$ cat src/rtl/approx_sweep_ctrl.sv
// approx_sweep_ctrl: exhaustive exact-vs-approximate error sweep sequencer.
// Issues every NI-bit vector once to two external datapaths, compares their
// results LAT cycles later and accumulates max error, failure count and the
// first failing vector against a threshold captured when the sweep starts.
module approx_sweep_ctrl #(
  parameter int NI  = 4,
  parameter int NO  = 3,
  parameter int LAT = 1
) (
  input  logic          clk,
  input  logic          rst_n,
  input  logic          start,
  input  logic          abort,
  input  logic [NO-1:0] et,
  output logic [NI-1:0] vec,
  output logic          vec_valid,
  input  logic [NO-1:0] exact_out,
  input  logic [NO-1:0] approx_out,
  output logic          busy,
  output logic          done,
  output logic          pass,
  output logic [NO-1:0] max_err,
  output logic [NI:0]   err_count,
  output logic          fail_seen,
  output logic [NI-1:0] first_fail_vec
);

  localparam logic [NI-1:0] VEC_LAST   = '1;
  localparam logic [NI:0]   COUNT_MAX  = {1'b1, {NI{1'b0}}};
  // With LAT=0 the DRAIN state is never entered, so this value is unused.
  localparam logic [2:0]    DRAIN_LAST = 3'(LAT - 1);

  typedef enum logic [1:0] {
    IDLE,
    SWEEP,
    DRAIN,
    DONE
  } state_t;

  state_t state;
  state_t state_next;

  logic start_accept;
  logic abort_accept;
  logic enter_done;
  logic vec_step;
  logic vec_stop;

  logic [2:0]    drain_cnt;
  logic [NO-1:0] et_cap;

  logic          eval_valid;
  logic [NI-1:0] eval_vec;
  logic [NO-1:0] err;
  logic [NO-1:0] max_next;
  logic          eval_fail;

  assign busy = (state == SWEEP) || (state == DRAIN);
  assign done = (state == DONE);

  // State register.
  always_ff @(posedge clk or negedge rst_n) begin
    if (!rst_n) begin
      state <= IDLE;
    end else begin
      state <= state_next;
    end
  end

  // Next-state logic and the control strobes that steer the datapath registers.
  always_comb begin
    state_next   = state;
    start_accept = 1'b0;
    abort_accept = 1'b0;
    enter_done   = 1'b0;
    vec_step     = 1'b0;
    vec_stop     = 1'b0;
    case (state)
      IDLE: begin
        if (start) begin
          state_next   = SWEEP;
          start_accept = 1'b1;
        end
      end
      SWEEP: begin
        if (abort) begin
          state_next   = IDLE;
          abort_accept = 1'b1;
          vec_stop     = 1'b1;
        end else if (vec == VEC_LAST) begin
          vec_stop = 1'b1;
          if (LAT == 0) begin
            state_next = DONE;
            enter_done = 1'b1;
          end else begin
            state_next = DRAIN;
          end
        end else begin
          vec_step = 1'b1;
        end
      end
      DRAIN: begin
        if (abort) begin
          state_next   = IDLE;
          abort_accept = 1'b1;
        end else if (drain_cnt == DRAIN_LAST) begin
          state_next = DONE;
          enter_done = 1'b1;
        end
      end
      DONE: begin
        state_next = IDLE;
      end
      default: begin
        state_next = IDLE;
      end
    endcase
  end

  // Vector generator: restarts at zero on start, steps once per sweep cycle.
  always_ff @(posedge clk or negedge rst_n) begin
    if (!rst_n) begin
      vec       <= '0;
      vec_valid <= 1'b0;
    end else if (start_accept) begin
      vec       <= '0;
      vec_valid <= 1'b1;
    end else if (vec_stop) begin
      vec_valid <= 1'b0;
    end else if (vec_step) begin
      vec <= vec + 1'b1;
    end
  end

  // Counts cycles spent in DRAIN so the last in-flight result is consumed.
  always_ff @(posedge clk or negedge rst_n) begin
    if (!rst_n) begin
      drain_cnt <= '0;
    end else if (state == DRAIN) begin
      drain_cnt <= drain_cnt + 1'b1;
    end else begin
      drain_cnt <= '0;
    end
  end

  // Tag pipeline: tracks which vector each datapath result belongs to.
  generate
    if (LAT == 0) begin : g_no_pipe
      assign eval_valid = vec_valid;
      assign eval_vec   = vec;
    end else begin : g_pipe
      logic          pipe_valid [LAT];
      logic [NI-1:0] pipe_vec   [LAT];

      // Shift {valid, vec} one stage per cycle; an abort drops everything in flight.
      always_ff @(posedge clk or negedge rst_n) begin
        if (!rst_n) begin
          for (int i = 0; i < LAT; i++) begin
            pipe_valid[i] <= 1'b0;
            pipe_vec[i]   <= '0;
          end
        end else begin
          pipe_valid[0] <= vec_valid && !abort_accept;
          pipe_vec[0]   <= vec;
          for (int i = 1; i < LAT; i++) begin
            pipe_valid[i] <= pipe_valid[i-1] && !abort_accept;
            pipe_vec[i]   <= pipe_vec[i-1];
          end
        end
      end

      assign eval_valid = pipe_valid[LAT-1];
      assign eval_vec   = pipe_vec[LAT-1];
    end
  endgenerate

  // Absolute error of the emerging result and the running maximum it implies.
  always_comb begin
    err       = (exact_out >= approx_out) ? (exact_out - approx_out)
                                          : (approx_out - exact_out);
    eval_fail = eval_valid && (err > et_cap);
    max_next  = max_err;
    if (eval_valid && (err > max_err)) begin
      max_next = err;
    end
  end

  // Result accumulators: cleared on start, updated per valid tag, held in IDLE.
  always_ff @(posedge clk or negedge rst_n) begin
    if (!rst_n) begin
      et_cap         <= '0;
      max_err        <= '0;
      err_count      <= '0;
      fail_seen      <= 1'b0;
      first_fail_vec <= '0;
      pass           <= 1'b0;
    end else if (start_accept) begin
      et_cap         <= et;
      max_err        <= '0;
      err_count      <= '0;
      fail_seen      <= 1'b0;
      first_fail_vec <= '0;
      pass           <= 1'b0;
    end else begin
      max_err <= max_next;
      if (eval_fail) begin
        if (err_count != COUNT_MAX) begin
          err_count <= err_count + 1'b1;
        end
        fail_seen <= 1'b1;
        if (!fail_seen) begin
          first_fail_vec <= eval_vec;
        end
      end
      if (enter_done) begin
        pass <= (max_next <= et_cap);
      end
    end
  end

endmodule
$ cat config.mk
export PLATFORM = sky130hd
export DESIGN_NAME = approx_sweep_ctrl
export DESIGN_NICKNAME = d
export VERILOG_FILES = /design/src/rtl/approx_sweep_ctrl.sv
export SDC_FILE = /design/constraint.sdc
export NUM_CORES = 1
export LEC_CHECK = 0
export CORE_MARGIN = 2
export CORE_UTILIZATION = 53
export CTS_CLUSTER_SIZE = 16
export DETAILED_ROUTE_END_ITERATION = 10
export PLACE_DENSITY_LB_ADDON = 0.1
export SYNTH_ARGS = -nofsm -noshare
export SYNTH_HDL_FRONTEND = slang
export SYNTH_SLANG_ARGS = --single-unit
$ cat constraint.sdc
create_clock -name clk -period 2.6 [get_ports clk]
set_input_delay 0.26 -clock clk [delete_from_list [all_inputs] [get_ports clk]]
set_output_delay 0.26 -clock clk [all_outputs]
set_load 0.02 [all_outputs]
==> impl_metrics.env, run 1 <==
export IMPL_max_stage_delay_ps=470
export IMPL_dpl_hpwl_mm=3.21
export IMPL_failed_checks="negative setup slack"
export IMPL_clock_latency_ps=300
export IMPL_core_mm2=0.00363
export IMPL_cts_root_buf="clkbuf_8"
export IMPL_status="finished, violations left"
export IMPL_port_buffers=33
export IMPL_crit_slowest_cell="or4b_1"
export IMPL_final_cells=317
export IMPL_seq_area_um2=801
export IMPL_fmax_mhz=324
export IMPL_syn_avg_cell_area_um2=10.1
export IMPL_final_setup_viol_count=11
export IMPL_die_area_mm2=0.00424
export IMPL_wirelength_mm=6.35
export IMPL_cts_buffers=5
export IMPL_crit_required_ps=2780
export IMPL_drive_gt1_frac=0.398
export IMPL_synth_nets=235
export IMPL_fp_dieW_um=65.1
export IMPL_grt_use_met2=0.485
export IMPL_r2r_start="max_err[1]"
export IMPL_crit_type="in -> reg"
export IMPL_worst_clock_skew_ps=11.6
export IMPL_n_fill_cell=160
export IMPL_period_needed_ps=3090
export IMPL_gr_usage_met1=0.310
export IMPL_num_vias=1881
export IMPL_syn_to_final_growth_pct=61.0
export IMPL_synthMostInstantiatedCell="dfrtp_1"
export IMPL_worstMarginPinSlew_ps=740
export IMPL_multi_input_area_mm2=0.00145
export IMPL_final_nets=307
export IMPL_drv_cap=0
export IMPL_r2r_cells=11
export IMPL_crit_chain="buf_12 > inv_12 > ha_4 > inv_2 > fa_2 > or4b_1 > a21o_1 > o211ai_2 > ha_4 > nand3_2 > o211ai_1 > or3_1 > and2_4 > ha_4 > nor2b_4 > o21ai_2 > a32oi_1 > a21oi_1"
export IMPL_yosys_area_top_type="dfrtp_1"
export IMPL_grt_ovfl_total=0
export IMPL_grt_pass1_wl_mm=8.52
export IMPL_grt_util_met3=0.0582
export IMPL_track_usage=0.269
export IMPL_start_util=0.544
export IMPL_num_io_pins=34
export IMPL_reg2reg_slack_ps=190
export IMPL_synth_edf_count=0
export IMPL_synth_common_cells="dfrtp_1 (32), ha_1 (24), inv_1 (20)"
export IMPL_dp_slack_ps=-1350
export IMPL_total_power_w=0.00345
export IMPL_busiest_layer="met2"
export IMPL_worstPathMaxFanout=3
export IMPL_diodes=0
export IMPL_worstSetupStartpointType="primary input"
export IMPL_netlist_area_mm2=0.00198
export IMPL_netlist_area_leader_share=0.405
export IMPL_ys_flop_type="dfrtp_1"
export IMPL_cts_buffer_depth=2
export IMPL_cts_max_level=2
export IMPL_async_flop_share=1.00
export IMPL_crit_path_end_kind="flop"
export IMPL_p_leak_nw=1.40
export IMPL_hold_viol=0
export IMPL_antenna_found_initial=0
export IMPL_drt_wirelength_per_cell_um=20.0
export IMPL_cts_sinks=32
export IMPL_power_density_mw_per_mm2=1080
export IMPL_rsz0062_at_grt="yes"
export IMPL_ys_seq_area_frac=0.405
export IMPL_ys_ff_latch=32
export IMPL_vdd_drop_max_uv=754
export IMPL_grt_pass1_vias=1782
export IMPL_setup_slack_ps=-489
export IMPL_crit_arrival_ps=3270
export IMPL_r2r_end="pass"
export IMPL_yosys_warnings=0
export IMPL_period_share=1.19
export IMPL_die_y_um=65.1
export IMPL_ant_nets=0
export IMPL_path_clk_slew_ps=80
export IMPL_gp_routability_congestion=0.957
export IMPL_syn_inst=196
export IMPL_drv_slew=0
export IMPL_rows=22
export IMPL_ys_types=48
export IMPL_relSlewSlack=0.505
export IMPL_dr_first_iter_drc_count=92
export IMPL_ys_top_cells_by_area="dfrtp_1 (40%), ha_1 (15%), inv_1 (3.8%)"
export IMPL_drcViolationCount=0
export IMPL_first_pass_iters=4
export IMPL_cpMostUsedCell="ha_4"
export IMPL_dp_cells=293
export IMPL_cts_tree="built"
export IMPL_grt_max_degree=33
export IMPL_min_path_type="in -> async"
export IMPL_vias_per_cell=5.93
==> layout by cell type, fill, tap and decap left out, types with 3 or more instances in the layout <==
cell	count
ha_4	11
and2_1	3
nor2b_4	3
o41ai_2	5
clkdlybuf4s50_1	27
buf_4	29
nand3_1	3
o311ai_4	3
clkbuf_8	5
mux2i_1	3
o31ai_1	3
nand2b_1	3
buf_6	10
ha_1	13
o21ai_0	5
inv_2	6
nor2b_1	4
nor2_1	6
nor3_1	3
nand2_1	15
dfrtp_1	32
a21oi_1	4
inv_1	12
==> state kept, by name (all words and copies together) (netlist names) <==
name	count
vec_valid	1
max_err	3
eval_vec	4
first_fail_vec	4
eval_valid	1
state	2
pass	1
drain_cnt	3
et_cap	3
fail_seen	1
vec	4
err_count	5
==> kinds of logic after synthesis <==
logic type / after synthesis / share of synthesized area
multiplexers: 6 / 0.0316
AO/OA/AOI/OAI: 43 / 0.157
AND/OR/NAND/NOR: 60 / 0.170
XOR/XNOR: 3 / 0.0133
adder cells (fa/ha/maj): 26 / 0.172
flip-flops: 32 / 0.405
buffers and inverters: 26 / 0.0506
==> cell type report <==
type | count | share of cell area
Clock buffer | 5 | 0.0216
Clock inverter | 3 | 0.0145
Inverter | 20 | 0.0283
Multi-Input combinational cell | 138 | 0.456
Sequential cell | 32 | 0.251
Tap cell | 48 | 0.0189
Timing Repair Buffer | 71 | 0.209
==> routing by layer <==
metal,part of all wire,wire length (um)
met5,0,0
met4,0.050,320
met3,0.045,288
met2,0.54,3400
met1,0.37,2340
==> metrics by stage <==
stage	setup TNS, ps	utilization	cell area [um^2]	hold WS, ps
floorplan	-695	-	2080	-35.6
global placement	-10750	0.721	2620	438
detailed placement	-12220	0.721	2620	439
CTS	-779	0.831	3020	380
global route	-3220	0.876	3180	407
finish	-2430	0.876	3180	370
==> critical path, delay by kind of cell <==
family                     cells  cell delay (ps)
and+or+nand+nor                5             1230
adders and majority gates      4              860
AOI/OAI and AO/OA              6              730
buffers and inverters          3              190
==> report_power, final <==
part	total [W]	leakage [nW]	internal [W]	switching, W
clock	0.000497	0.0548	0.000289	0.000209
sequential	0.000807	0.424	0.000637	0.000170
combinational	0.00215	0.925	0.00105	0.00109
==> worst max path at each step <==
stage                              from    to  slack [ps]  cells past startpoint
after global placement    approx_out[0]  pass       -1210                     15
after global routing      approx_out[0]  pass        -590                     18
final                     approx_out[0]  pass        -490                     18
after detailed placement  approx_out[0]  pass       -1350                     16
after floorplan            exact_out[0]  pass        -470                     15
after CTS                  exact_out[0]  pass        -340                     17
==> timing repair <==
action / in CTS / in global routing
buffers inserted: 12 / 7
pin swaps: 22 / 16
resized for setup: 74 / 26
setup endpoints to repair: 14 / 11
cloned: 1 / 0
hold buffers: 0 / 0
Note: power is estimated with default switching activity, not from simulation.
==> inputs of run 2 (changes only) <==
SKIP_LAST_GASP = 1   (was not set)
==> run 2 against run 1 <==
Effect of this change:
- the run still ends with negative setup slack left
- critical path depth decreased by 1
- die area unchanged
- routed wire length decreased by 14%
- critical path type unchanged
- setup slack better by 37 ps
- clock-buffer cell count is the same
- first-iteration DRC count shrank 16%
- cell area down 3.8%
==> impl_metrics.env, run 2 (synthesized netlist as in run 1, its figures left out) <==
export IMPL_status="finished, violations left"
export IMPL_failed_checks="negative setup slack"
export IMPL_worstPathMaxFanout=4
export IMPL_period_needed_ps=3050
export IMPL_p_leak_nw=1.36
export IMPL_num_io_pins=34
export IMPL_die_y_um=65.1
export IMPL_grt_ovfl_total=0
export IMPL_fmax_mhz=328
export IMPL_rsz0062_at_grt="yes"
export IMPL_diodes=0
export IMPL_holdWs_ps=355
export IMPL_num_vias=1784
export IMPL_cts_buffer_depth=2
export IMPL_hold_viol=0
export IMPL_crit_arrival_ps=3240
export IMPL_drt_wirelength_per_cell_um=17.4
export IMPL_relSlewSlack=0.554
export IMPL_syn_to_final_growth_pct=54.8
export IMPL_dpl_hpwl_mm=3.21
export IMPL_die_area_mm2=0.00424
export IMPL_start_util=0.544
export IMPL_seq_area_um2=801
export IMPL_worstMarginPinSlew_ps=668
export IMPL_worst_clock_skew_ps=9.04
export IMPL_cts_sinks=32
export IMPL_cts_tree="built"
export IMPL_track_usage=0.278
export IMPL_core_mm2=0.00363
export IMPL_largest_reg_flops=5
export IMPL_port_buffers=33
export IMPL_min_path_type="in -> async"
export IMPL_drcViolationCount=0
export IMPL_drv_cap=0
export IMPL_final_cell_mix="dfrtp_1 (32), buf_4 (29), clkdlybuf4s50_1 (27), nand2_1 (15), ha_1 (13)"
export IMPL_final_common_cell="dfrtp_1"
export IMPL_grt_max_degree=33
export IMPL_drv_slew=0
export IMPL_regMostFlops="err_count"
export IMPL_crit_required_ps=2790
export IMPL_setup_slack_ps=-452
export IMPL_cts_max_level=2
export IMPL_grt_pass1_vias=1812
export IMPL_grt_pass1_wl_mm=8.78
export IMPL_n_fill_cell=192
export IMPL_wirelength_mm=5.44
export IMPL_dr_first_iter_drc_count=77
export IMPL_antenna_found_initial=0
export IMPL_fp_dieW_um=65.1
export IMPL_gp_routability_congestion=0.957
export IMPL_power_density_mw_per_mm2=1040
export IMPL_final_setup_viol_count=11
export IMPL_path_clk_slew_ps=80
export IMPL_vdd_drop_max_uv=710
export IMPL_first_pass_iters=4
export IMPL_multi_input_area_mm2=0.00139
export IMPL_ant_nets=0
export IMPL_crit_type="in -> reg"
export IMPL_rows=22
export IMPL_cts_root_buf="clkbuf_8"
export IMPL_final_nets=303
export IMPL_worstSetupStartpointType="primary input"
export IMPL_crit_path_end_kind="flop"
export IMPL_vias_per_cell=5.70
export IMPL_place_area_mm2=0.00262
export IMPL_drive_gt1_frac=0.362
export IMPL_cts_buffers=5
export IMPL_design_area_mm2=0.00306
export IMPL_clock_latency_ps=300
export IMPL_period_share=1.17
-- run 2: cell types whose count changed in the layout (fill, tap and decap cells not counted), sizes merged --
| cell | previous run | this run |
|---|---|---|
| buf | 44 | 40 |
-- run 2: final timing paths --
check / from / end / slack [ps] / depth (start not counted)
min: rst_n / max_err[2] / 360 / 2
max in group asynchronous: rst_n / eval_valid / 1930 / 2
min in group clk: vec[1] / eval_vec[1] / 460 / 0
max: approx_out[0] / pass / -450 / 17
min reg2reg: vec[1] / eval_vec[1] / 460 / 0
max reg2reg: max_err[1] / pass / 200 / 11
-- run 2: layout make-up --
class,count,area share
clock buffers,5,0.0225
clock inverters,3,0.0151
inverters,20,0.0294
repair buffers,67,0.199
well taps,48,0.0196
multi-input cells,138,0.453
flip-flops and latches,32,0.261
-- run 2: metal layers --
| metal | wire [um] | global-route usage | up-vias |
|---|---|---|---|
| li1 | - | - | 835 |
| met1 | 2170 | 0.315 | 866 |
| met2 | 2860 | 0.513 | 60 |
| met3 | 215 | 0.0599 | 23 |
| met4 | 190 | 0.102 | 0 |
| met5 | 0 | 0 | - |
-- run 2: repair_timing --
action,4_1_cts,5_1_grt
gates resized for setup,70,10
buffers inserted,12,1
pin swaps,22,1
endpoints found under the setup margin,14,11
hold buffers,0,0
gates cloned,1,0
-- run 2: critical path, cell delays in order --
cell      delay, ps
buf_12          110
inv_12           40
ha_4            110
inv_2            30
fa_2            330
or4b_1          510
a21o_1          190
o211ai_2         90
ha_4            250
o211a_4         270
a21oi_2         180
a31oi_1          60
ha_1            330
nor2b_4         170
o21ai_2          70
a32oi_1         140
a21oi_1          80
-- run 2: where the power goes --
part / leakage [nW] / switching, W / internal [W] / total [W]
Clock: 0.0548 / 0.000215 / 0.000289 / 0.000503
Sequential: 0.424 / 0.000154 / 0.000637 / 0.000792
Combinational: 0.879 / 0.000958 / 0.000940 / 0.00190
Total: 1.36 / 0.00133 / 0.00187 / 0.00319
-- run 2: through the flow --
step           total power, W  TNS, ps  worst slack (ps)  instances  utilization
2_1_floorplan         0.00162     -695              -472        196            -
3_3_place_gp          0.00210   -10750             -1210        293        0.721
3_5_place_dp          0.00218   -12220             -1350        293        0.721
4_1_cts               0.00302     -870              -347        312        0.826
5_1_grt               0.00336    -2330              -559        313        0.843
6_report              0.00319    -1690              -452        313        0.843
